===== config.mk =====
export PLATFORM = sky130hd
export DESIGN_NAME = cla_pipe_adder
export DESIGN_NICKNAME = d
export VERILOG_FILES = /design/src/rtl/cla_pkg.sv /design/src/rtl/cla_group_n.sv /design/src/rtl/cla_pipe_adder.sv
export SDC_FILE = /design/constraint.sdc
export NUM_CORES = 1
export LEC_CHECK = 0
export BUFFER_PORTS_ARGS = -buffer_cell sky130_fd_sc_hd__buf_2
export CAP_MARGIN = 20
export CORE_ASPECT_RATIO = 0.5
export CORE_MARGIN = 5
export CORE_UTILIZATION = 40
export DETAILED_ROUTE_END_ITERATION = 6
export HOLD_SLACK_MARGIN = 0.02
export PLACE_DENSITY = 0.62
export SYNTH_ARGS = -nofsm -noshare
export SYNTH_HDL_FRONTEND = slang
export SYNTH_SLANG_ARGS = --single-unit

===== constraint.sdc =====
create_clock -name clk -period 4.25 [get_ports clk]
set_clock_uncertainty 0.2 [all_clocks]
set_input_delay 0.85 -clock clk [delete_from_list [all_inputs] [get_ports clk]]
set_output_delay 0.85 -clock clk [all_outputs]
set_load 0.01 [all_outputs]

===== src/rtl/cla_pkg.sv =====
// Shared types and helpers for the two-level carry-lookahead pipelined adder.
package cla_pkg;

  localparam int CLA_GROUP_MIN = 2;
  localparam int CLA_GROUP_MAX = 8;

  typedef struct packed {
    logic g;
    logic p;
  } gp_t;

  function automatic int ngrp(input int width, input int group);
    return width / group;
  endfunction

endpackage


===== src/rtl/cla_group_n.sv =====
// N-bit carry-lookahead cell: every carry and the group G/P are flat sum-of-products,
// so no carry ripples through another inside the cell.
module cla_group_n
  import cla_pkg::*;
#(
  parameter int N = 4
) (
  input  logic [N-1:0] g,
  input  logic [N-1:0] p,
  input  logic         ci,
  output logic [N:1]   c,
  output logic         G,
  output logic         P
);

  // AND of v[lo..hi]; an empty span is 1.
  function automatic logic p_span(input logic [N-1:0] v, input int lo, input int hi);
    logic r;
    r = 1'b1;
    for (int k = 0; k < N; k++)
      if (k >= lo && k <= hi) r = r & v[k];
    return r;
  endfunction

  always_comb begin
    c = '0;
    G = 1'b0;
    for (int i = 0; i < N; i++) begin
      c[i+1] = ci & p_span(p, 0, i);
      for (int j = 0; j <= i; j++)
        c[i+1] = c[i+1] | (g[j] & p_span(p, j + 1, i));
    end
    for (int j = 0; j < N; j++)
      G = G | (g[j] & p_span(p, j + 1, N - 1));
  end

  assign P = &p;

endmodule


===== src/rtl/cla_pipe_adder.sv =====
// Two-stage pipelined carry-lookahead adder/subtractor with valid/ready handshake.
// Optional overflow/zero flags are built when CLA_PIPE_FLAGS_EN is defined.
module cla_pipe_adder
  import cla_pkg::*;
#(
  parameter int WIDTH = 32,
  parameter int GROUP = 4
) (
  input  logic             clk,
  input  logic             rst,
  input  logic             in_valid,
  output logic             in_ready,
  input  logic [WIDTH-1:0] a,
  input  logic [WIDTH-1:0] b,
  input  logic             cin,
  input  logic             sub,
  output logic             out_valid,
  input  logic             out_ready,
  output logic [WIDTH-1:0] sum,
  output logic             cout,
  output logic             ovf,
  output logic             zero
);

  localparam int NGRP = ngrp(WIDTH, GROUP);

  if (GROUP < CLA_GROUP_MIN || GROUP > CLA_GROUP_MAX || (WIDTH % GROUP) != 0) begin : g_bad_cfg
    $error("cla_pipe_adder: GROUP must be 2..8 and divide WIDTH");
  end

  // ---------------- handshake ----------------
  logic s1_valid_q, s1_valid_d;
  logic out_valid_q, out_valid_d;
  logic s2_adv, s1_load, s2_load;

  assign s2_adv    = !out_valid_q | out_ready;
  assign in_ready  = !s1_valid_q | s2_adv;
  assign s1_load   = in_valid & in_ready;
  assign s2_load   = s2_adv & s1_valid_q;
  assign out_valid = out_valid_q;

  always_comb begin
    s1_valid_d  = s1_valid_q;
    out_valid_d = out_valid_q;
    if (s2_adv)   out_valid_d = s1_valid_q;
    if (in_ready) s1_valid_d  = in_valid;
  end

  // ---------------- stage 1: bit and group generate/propagate ----------------
  logic [WIDTH-1:0]             bx, p_d, g_d;
  logic                         c0_d;
  logic [NGRP-1:0]              grp_g_d, grp_p_d;
  logic [NGRP-1:0][GROUP:1]     unused_s1_c;

  assign bx   = sub ? ~b : b;
  assign p_d  = a ^ bx;
  assign g_d  = a & bx;
  assign c0_d = sub | cin;

  for (genvar k = 0; k < NGRP; k++) begin : g_s1
    cla_group_n #(.N(GROUP)) u_cell (
      .g  (g_d[k*GROUP +: GROUP]),
      .p  (p_d[k*GROUP +: GROUP]),
      .ci (1'b0),
      .c  (unused_s1_c[k]),
      .G  (grp_g_d[k]),
      .P  (grp_p_d[k])
    );
  end

  logic [WIDTH-1:0]  p_q, g_q;
  logic              c0_q;
  gp_t  [NGRP-1:0]   grp_q;

  always_ff @(posedge clk or posedge rst) begin
    if (rst) begin
      s1_valid_q <= 1'b0;
      p_q        <= '0;
      g_q        <= '0;
      c0_q       <= 1'b0;
      grp_q      <= '0;
    end else begin
      s1_valid_q <= s1_valid_d;
      if (s1_load) begin
        p_q  <= p_d;
        g_q  <= g_d;
        c0_q <= c0_d;
        for (int k = 0; k < NGRP; k++) begin
          grp_q[k].g <= grp_g_d[k];
          grp_q[k].p <= grp_p_d[k];
        end
      end
    end
  end

  // ---------------- stage 2: group carries, in-cell carries, sum ----------------
  logic [NGRP-1:0]          grp_g_q, grp_p_q;
  logic [NGRP:1]            gc;
  logic [NGRP:0]            cg;
  logic [NGRP-1:0][GROUP:1] bc;
  logic [WIDTH-1:0]         cbit, sum_d;
  logic                     cout_d;
  logic                     unused_l2_g, unused_l2_p;
  logic [NGRP-1:0]          unused_s2_g, unused_s2_p, unused_bc_top;

  always_comb begin
    grp_g_q = '0;
    grp_p_q = '0;
    for (int k = 0; k < NGRP; k++) begin
      grp_g_q[k] = grp_q[k].g;
      grp_p_q[k] = grp_q[k].p;
    end
  end

  cla_group_n #(.N(NGRP)) u_level2 (
    .g  (grp_g_q),
    .p  (grp_p_q),
    .ci (c0_q),
    .c  (gc),
    .G  (unused_l2_g),
    .P  (unused_l2_p)
  );

  assign cg = {gc, c0_q};

  for (genvar k = 0; k < NGRP; k++) begin : g_s2
    cla_group_n #(.N(GROUP)) u_cell (
      .g  (g_q[k*GROUP +: GROUP]),
      .p  (p_q[k*GROUP +: GROUP]),
      .ci (cg[k]),
      .c  (bc[k]),
      .G  (unused_s2_g[k]),
      .P  (unused_s2_p[k])
    );
    // The cell's top carry duplicates the level-2 carry into the next group.
    assign cbit[k*GROUP +: GROUP] = {bc[k][GROUP-1:1], cg[k]};
    assign unused_bc_top[k]       = bc[k][GROUP];
  end

  assign sum_d  = p_q ^ cbit;
  assign cout_d = cg[NGRP];

  logic [WIDTH-1:0] sum_q;
  logic             cout_q;

  always_ff @(posedge clk or posedge rst) begin
    if (rst) begin
      out_valid_q <= 1'b0;
      sum_q       <= '0;
      cout_q      <= 1'b0;
    end else begin
      out_valid_q <= out_valid_d;
      if (s2_load) begin
        sum_q  <= sum_d;
        cout_q <= cout_d;
      end
    end
  end

  assign sum  = sum_q;
  assign cout = cout_q;

`ifdef CLA_PIPE_FLAGS_EN
  logic a_msb_q, b_msb_q, ovf_q, zero_q;
  logic ovf_d, zero_d;

  assign ovf_d  = (a_msb_q == b_msb_q) & (sum_d[WIDTH-1] != a_msb_q);
  assign zero_d = ~|sum_d;

  always_ff @(posedge clk or posedge rst) begin
    if (rst) begin
      a_msb_q <= 1'b0;
      b_msb_q <= 1'b0;
      ovf_q   <= 1'b0;
      zero_q  <= 1'b0;
    end else begin
      if (s1_load) begin
        a_msb_q <= a[WIDTH-1];
        b_msb_q <= bx[WIDTH-1];
      end
      if (s2_load) begin
        ovf_q  <= ovf_d;
        zero_q <= zero_d;
      end
    end
  end

  assign ovf  = ovf_q;
  assign zero = zero_q;
`else
  assign ovf  = 1'b0;
  assign zero = 1'b0;
`endif

endmodule


== Yosys cells after proc, flatten, opt, wreduce, memory -nomap -nowiden ==
Index checks and enable logic that the tools add are counted.
Word-level totals
  register bits after elaboration: 115
  bits of input ports: 70
  word-level logic and storage cells: 335
Operators by class
  mux-type cells: 1
  bitwise operators: 301
  reduce and logical (&&, ||, !) cells: 10
Operators with widths (number)
  1-bit AND: 186
  1-bit OR: 111
  32-bit bitwise XOR: 2
  32-bit AND: 1
  32-bit two-way mux: 1
  32-bit NOT: 1
  4-bit AND reduction: 8
  1-bit zero test: 2

== Depth between registers and ports, before layout ==
Gate-level depths: netlist of the first run.
  depth after elaboration: 19
  depth in mapped cells: 8
  gate-level depth less buffers: 8

== By module ==
From an unflattened synthesis of the first run, not the netlist that was laid out.
Unflattened totals
  cell total of the unflattened synthesis: 575
  area, all modules: 6762.7 um^2
By module, submodules not included
  cla_pipe_adder: instances 1, cells each 394, area an instance 5415.2 um^2
  cla_group_n (g_s1[0].u_cell ...): instances 16, cells each 10, area an instance 73.8 um^2
  cla_group_n (u_level2): instances 1, cells each 21, area an instance 166.4 um^2

== Worst setup path after synthesis of the first run ==
No wires, ideal clock.
  path kind: input to register
  from: input sub
  to: register grp_g_q[3] (netlist name)
  arrival time: 2463 ps
  data required time: 3917 ps
  setup slack: 1454 ps
  stages: 8
  buffers on the path: 2
  path through: clkbuf_1 -> buf_1 -> xor2_1 -> ha_1 -> a21o_1 -> a21o_1 -> a21oi_1 -> o21ai_0
On the way
  cells in the longest elaborated chain, start to end: 8
  elaborated cells between the ends (all ways): 12
  those cells by class: mux (1); bitwise (11)
RTL lines
  start: declaration: RTL line cla_pipe_adder.sv:16  | input logic sub,
  32-bit two-way mux: RTL line cla_pipe_adder.sv:55  | assign bx = sub ? ~b : b;
  32-bit bitwise XOR: RTL line cla_pipe_adder.sv:56  | assign p_d = a ^ bx;
  named net g_s1[3].u_cell.p[1]: RTL line cla_group_n.sv:9  | input logic [N-1:0] p,
  1-bit AND (3 in a row)
  1-bit OR (3 in a row): RTL line cla_group_n.sv:34  | G = G | (g[j] & p_span(p, j + 1, N - 1));
The timed path passes the listed nets, and every way through them passes these cells.
A chain may end at the register's enable or synchronous reset.

== Worst setup path after layout of the first run ==
  from: input sub
  to: register grp_g_q[4] (netlist name)
On the way
  cells in the longest elaborated chain, start to end: 8
  elaborated cells between the ends (all ways): 12
  those cells by class: mux (1); bitwise (11)
RTL lines (RTL line)
  32-bit two-way mux: cla_pipe_adder.sv:55
  32-bit bitwise XOR: cla_pipe_adder.sv:56
  named net g_s1[4].u_cell.p[1]: cla_group_n.sv:9
  1-bit AND (3 in a row)
  1-bit OR (3 in a row): cla_group_n.sv:34
The timed path passes the listed nets, and every way through them passes these cells.

==> summary.txt, run 1 <==
status = complete, no violations
antenna cells = 0
Synth Area per Inst = 11.0 um2
Req. time, crit path = 4.22 ns
DRT Pass-1 Iters = 4
post-synth cell types = 49
Top FF cell, synth = dfrtp_1
highest-delay cell along the critical path = buf_2
Worst Max-Slew Pin Slew = 1.07 ns
routed wire length = 12.2 mm
io pins = 107
Yosys top cell by area = dfrtp_1
Logic pwr share = 0.297
slew margin rel. = 0.289
hold crit path type = reg2reg
post-CTS repair timing setup buffer count = 0
Die ar. = 16900 um2
largest net degree at the start of global routing = 91
Pint = 0.00218 W
Post-synth EDFFs = 0
Clk pwr share = 0.249
fmax = 0.373 GHz
vias in the first global route = 4207
Rows = 30
Seq. cell area = 2700 um2
first-pass GRT wire length = 20.6 mm
Final min period = 2.68 ns
final antenna-violating net count = 0
Die Height = 94.3 um
Buf/Inv on CP = 1
Worst setup EP type = flop
PwrDens = 486 nW/um2
Final Hold Vio Count = 0
final design utilization = 0.488
CP Class = in2reg
Sequential Power Share = 0.454
commonest cells in the netlist = 108 x dfrtp_1, 63 x nand2_1, 56 x mux2_2, 42 x xor2_1, 40 x ha_1
Total GRT Usage = 0.151
Largest delay share family, worst path = buffers and inverters
Synth top area share = 0.475
CTS tree = done
largest cells by area after synthesis = dfrtp_1 47%, mux2_2 11%, ha_1 8.8%, xor2_1 6.5%, nand2_1 4.2%
Vias = 4064
IO buf count = 104
Startpoint Class = primary input
footprint of the multi-input gates = 2870 um2
register area share after synthesis = 0.475
DRC Markers = 0
Max Root-Sink Buffers = 2
# resized after CTS = 0
max_cap viols = 0
RSZ-0062 raised after global routing = no
fin crit share = 0.631
sw frac = 0.333
Slew Limit Fails = 0
initial antenna violation count = 0
fill count = 1312
Die W = 179 um
Syn-to-layout area delta = 17.9%
Nets = 725
CP Cell Sequence = buf_2 -> xor2_1 -> ha_1 -> a21o_1 -> a21o_1 -> a21oi_1 -> o21ai_0
Synthesis Warnings = 0
Congestion Overflow GR = 0
CTS root buf = clkbuf_16
switching power = 0.00109 W
routed len/inst = 15.1 um
Post-Syn Area = 5690 um2
Most Frequent Cell on Critical Path = a21o_1
hold buffer count at CTS = 0
CTS clk-pin slew, worst paths = 0.07 ns
Yosys reg bits = 108
Initial Utilization = 0.414
Cells after Synth = 517
H-tree depth = 3
count leader, synth = dfrtp_1
slowest cell delay on critical path = 0.72 ns
layout cells sized above 1 = 0.318
First DRT Iteration DRCs = 228
post-DP HPWL = 8.86 mm
# setup viols final = 0
Final GP Congestion = 0.775
clk_lat worst skew = 0.34 ns
Async S/R FF share, synth = 1.00
CP Max Fanout = 31
clk sinks = 108
core box area = 13700 um2
Setup TNS = 0 ns
maximum vdd drop = 223 uV
Lkg Pwr = 3.35 nW
routed vias/inst = 5.00
CTS Buf Count = 9
critical path arrival = 2.65 ns
[metrics by stage]
stage / area [um2] / worst slack (ns) / hold slack (ns) / power [W] / cells
after floorplan: 5690 / 0.354 / 0.244 / 0.00213 / 518
final: 6710 / 1.57 / 0.271 / 0.00326 / 812
after global routing: 6710 / 1.36 / 0.298 / 0.00351 / 812
after detailed placement: 6420 / 1.17 / 0.256 / 0.00249 / 796
after global placement: 6420 / 1.24 / 0.256 / 0.00247 / 796
after CTS: 6710 / 1.53 / 0.275 / 0.00331 / 812
[per-layer routing]
| layer | GRT usage | vias to the layer above | part of all wire | routed length (um) |
|---|---|---|---|---|
| met5 | 0 | - | 0 | 0 |
| met4 | 0.0262 | 0 | 0.0052 | 63 |
| met3 | 0.0292 | 4 | 0.031 | 383 |
| met2 | 0.249 | 58 | 0.47 | 5790 |
| met1 | 0.211 | 1969 | 0.49 | 5990 |
| li1 | - | 2033 | - | - |
[kinds of logic after synthesis]
| group | share of synthesized area |
|---|---|
| XOR/XNOR | 0.0723 |
| other | 0.000659 |
| AND/OR/NAND/NOR | 0.104 |
| adder cells (fa/ha/maj) | 0.0880 |
| flip-flops | 0.475 |
| multiplexers | 0.111 |
| buffers and inverters | 0.0224 |
| AO/OA/AOI/OAI | 0.127 |
[final timing paths]
path | from | to | slack (ns) | cells past startpoint
setup / recovery | sub | grp_g_q[4]$_DFFE_PP0P_ | 1.57 | 7
hold / removal | sum[24]$_DFFE_PP0P_ | sum[24]$_DFFE_PP0P_ | 0.27 | 2
setup reg to reg | out_valid$_DFFE_PP0P_ | sum[30]$_DFFE_PP0P_ | 1.97 | 5
hold reg to reg | sum[24]$_DFFE_PP0P_ | sum[24]$_DFFE_PP0P_ | 0.27 | 2
max in group asynchronous | rst | p_q[15]$_DFFE_PP0P_ | 2.64 | 3
min in group asynchronous | rst | out_valid$_DFFE_PP0P_ | 0.46 | 2
[layout make-up]
class                   count  share of cell area
inverters                   9             0.00541
repair buffers            109              0.0851
clock buffers              10              0.0341
flip-flops and latches    108               0.403
well taps                 192              0.0358
clock inverters             6             0.00821
multi-input cells         378               0.428
[state kept, by name, indices dropped and copies added, names as in the netlist]
| name | cells |
|---|---|
| p_q | 32 |
| sum | 32 |
| g_q | 24 |
| grp_g_q | 8 |
| grp_p_q | 8 |
| c0_q | 1 |
| cout | 1 |
| out_valid | 1 |
| s1_valid_q | 1 |
[cell usage in the layout, fill, tap and decap left out, types with 3 or more instances in the layout]
| cell | n |
|---|---|
| nor3b_1 | 4 |
| a211o_1 | 3 |
| dfrtp_1 | 108 |
| ha_1 | 40 |
| nand4_1 | 9 |
| nand2b_1 | 4 |
| a21o_1 | 23 |
| nor3_1 | 3 |
| xor2_1 | 42 |
| mux2_2 | 56 |
| xnor2_1 | 5 |
| clkbuf_16 | 9 |
| nand3b_1 | 3 |
| o21ai_0 | 36 |
| nor2_1 | 14 |
| nand2_1 | 61 |
| buf_4 | 4 |
| and3_1 | 6 |
| inv_6 | 3 |
| inv_1 | 8 |
| nand3_1 | 8 |
| buf_2 | 104 |
| a21oi_1 | 20 |
[tightest hold or removal path, cell delays in order (launching register included)]
cell     delay (ns)
dfrtp_1        0.34
nand2_1        0.05
nand2_1        0.05
[power by group through the flow]
stage	sequential, W	clock [W]	combinational [W]
CTS	0.00148	0.000837	0.000989
global placement	0.00150	0	0.000972
floorplan	0.00153	0	0.000600
detailed placement	0.00150	0	0.000983
global route	0.00152	0.000884	0.00110
finish	0.00148	0.000811	0.000970
Power figures use the tool's default switching activity.
==> run 2: changes to the inputs <==
ABC_AREA = 1   (was unset)
PLACE_DENSITY = 0.64   (was 0.62)
clock period = 2.35 ns   (was 4.25 ns; I/O delays follow)
==> summary.txt, run 2 <==
reg-to-reg startpoint = grp_p_q[5]$_DFFE_PP0P_
Async S/R FF share, synth = 1.00 (unchanged)
H-tree depth = 3 (unchanged)
routed len/inst = 13.4 um (-11%)
commonest non-fill, non-tap cell in the layout = nand2_1
vias in the first global route = 4721 (+12%)
Final Hold Vio Count = 0 (unchanged)
Logic pwr share = 0.308 (+0.011)
R2R Setup Slk = 0.22 ns (-1.75 ns)
Die W = 180 um (+0.71%)
status = complete, no violations
antenna cells = 0 (unchanged)
io pins = 107 (unchanged)
crit path to = sum[29]$_DFFE_PP0P_
CTS tree = done
CTS root buf = clkbuf_16
hold crit path type = in2async
Setup TNS = 0 ns (unchanged)
Lkg Pwr = 3.49 nW (+4.2%)
layout cells sized above 1 = 0.189 (-0.129)
Clk pwr share = 0.237 (-0.012)
Pint = 0.00379 W (+74%)
Die ar. = 17100 um2 (+1.4%)
clk sinks = 108 (unchanged)
max_cap viols = 0 (unchanged)
hold buffer count at CTS = 0 (unchanged)
final design utilization = 0.477 (-0.0110)
Reg-to-Reg End = sum[29]$_DFFE_PP0P_
# resized after CTS = 0 (unchanged)
Worst Max-Slew Pin Slew = 0.586 ns (-0.481 ns)
largest net degree at the start of global routing = 109 (+20%)
DRT Pass-1 Iters = 4 (unchanged)
initial antenna violation count = 0 (unchanged)
Rows = 31 (+3.3%)
slew margin rel. = 0.609 (+0.321)
Slew Limit Fails = 0 (unchanged)
PwrDens = 851 nW/um2 (+75%)
Design Power = 0.00581 W (+78%)
routed wire length = 13.2 mm (+8.1%)
fmax = 0.470 GHz
CP Max Fanout = 10 (-68%)
fin crit share = 0.905
core box area = 14300 um2 (+4.2%)
Synth Area per Inst = 8.52 um2 (-23%)
post-synth cell types = 39 (-20%)
sw frac = 0.348 (+0.0150)
Total GRT Usage = 0.160 (+0.00917)
Post-synth EDFFs = 0 (unchanged)
Nets = 890 (+23%)
first-pass GRT wire length = 22.4 mm (+8.7%)
Top FF cell, synth = dfrtp_1
First DRT Iteration DRCs = 266 (+17%)
Req. time, crit path = 2.37 ns (-1.85 ns)
RSZ-0062 raised after global routing = no
Yosys top cell by area = dfrtp_1
CP Class = reg2reg
final antenna-violating net count = 0 (unchanged)
Syn-to-layout area delta = 18.2%
clk_lat worst skew = 0.34 ns (about the same)
most frequent cells in the layout = 199 x nand2_1, 108 x dfrtp_1, 104 x buf_2
Final GP Congestion = 0.878 (+13%)
Worst setup EP type = flop
Die Height = 95.0 um (+0.67%)
count leader, synth = nand2_1
IO buf count = 104 (unchanged)
# setup viols final = 0 (unchanged)
Final min period = 2.13 ns
Synth top area share = 0.468 (-0.00710)
critical path arrival = 2.15 ns (-0.50 ns)
Cells after Synth = 678 (+31%)
CTS Buf Count = 9 (unchanged)
largest cells by area after synthesis = dfrtp_1 47%, nand2_1 13%, ha_1 8.7%, xor2_1 6.5%, o21ai_0 4.8%
Post-Syn Area = 5780 um2 (+1.5%)
DRC Markers = 0 (unchanged)
cell depth of the worst flop-to-flop path = 10 (+5)
CTS clk-pin slew, worst paths = 0.07 ns (about the same)
routed vias/inst = 4.81 (-3.9%)
Vias = 4726 (+16%)
post-CTS repair timing setup buffer count = 0 (unchanged)
Initial Utilization = 0.404 (-0.0106)
register area share after synthesis = 0.468 (-0.00710)
Synthesis Warnings = 0 (unchanged)
switching power = 0.00202 W (+86%)
Congestion Overflow GR = 0 (unchanged)
Crit. Startpoint = grp_p_q[5]$_DFFE_PP0P_
maximum vdd drop = 357 uV (+60%)
Yosys reg bits = 108 (unchanged)
Sequential Power Share = 0.455 (about the same)
Startpoint Class = flop
Max Root-Sink Buffers = 2 (unchanged)
commonest cells in the netlist = 200 x nand2_1, 108 x dfrtp_1, 55 x o21ai_0, 54 x inv_1, 43 x xor2_1
post-DP HPWL = 10.0 mm (+13%)
run 2: changes by cell type after synthesis, sizes merged, moves of 4 or more:
| cell | previous run | this run |
|---|---|---|
| o32ai | 0 | 4 |
| nand2b | 4 | 0 |
| and3 | 7 | 1 |
| o21ai | 38 | 57 |
| mux2 | 56 | 0 |
| buf | 8 | 13 |
| nand2 | 63 | 202 |
| nor3b | 4 | 0 |
| inv | 9 | 57 |
| nand3 | 8 | 37 |
| a21o | 25 | 0 |
| nor2 | 14 | 37 |
| a21oi | 20 | 24 |
run 2: routing by layer:
metal / up-vias / track usage / wire [um]
met5: - / 0 / 0
met4: 0 / 0.0437 / 174
met3: 17 / 0.0327 / 566
met2: 90 / 0.263 / 5990
met1: 2206 / 0.219 / 6490
li1: 2413 / - / -
run 2: cells by family after synthesis:
kind of cell | Yosys count | synth area share
DFF | 108 | 0.468
AOI/OAI and AO/OA | 100 | 0.100
other | 1 | 0.000649
xor gates and xnor gates | 45 | 0.0682
buffers and inverters | 85 | 0.0589
and+or+nand+nor | 299 | 0.218
adders and majority gates | 40 | 0.0866
run 2: worst min-delay path by stage:
stage / cells after the start / from / to
after floorplan: 2 / g_q[5]$_DFFE_PP0P_ / g_q[5]$_DFFE_PP0P_
after global placement: 2 / sum[4]$_DFFE_PP0P_ / sum[4]$_DFFE_PP0P_
after detailed placement: 2 / sum[0]$_DFFE_PP0P_ / sum[0]$_DFFE_PP0P_
after CTS: 3 / rst / sum[21]$_DFFE_PP0P_
after global routing: 3 / rst / out_valid$_DFFE_PP0P_
final: 3 / rst / sum[21]$_DFFE_PP0P_
run 2: worst max-delay path, cell delays in order (launching register included):
cell and delay (ns):
dfrtp_1 0.49, inv_1 0.16, nor2_1 0.07, nand3_1 0.06, nand4_1 0.09, nor2_1 0.15
nand4_2 0.20, ha_1 0.27, nor2_1 0.11, xor2_1 0.14, o21ai_0 0.08
run 2: power groups by stage:
stage	Combinational (W)	Clock (W)	Sequential, W
after global placement	0.00179	0	0.00267
final	0.00179	0.00138	0.00264
after detailed placement	0.00182	0	0.00268
after CTS	0.00183	0.00143	0.00265
after floorplan	0.00103	0	0.00277
after global routing	0.00208	0.00149	0.00272
run 2: area by class of cell:
cell class	count	area, um2
Tap cell	198	248
Fill cell	1388	7480
Clock buffer	12	236
Multi-Input combinational cell	486	2740
Inverter	58	221
Sequential cell	108	2700
Clock inverter	4	26.3
Timing Repair Buffer	117	656
run 2: per-stage QoR:
stage / hold slack [ns] / std cells / cell area, um2 / worst slack (ns)
after floorplan: 0.243 / 679 / 5780 / 0.158
after global placement: 0.257 / 967 / 6570 / 0.191
after detailed placement: 0.260 / 967 / 6570 / 0.120
after CTS: 0.119 / 983 / 6830 / 0.196
after global routing: 0.141 / 983 / 6830 / 0.0201
final: 0.0734 / 983 / 6830 / 0.223
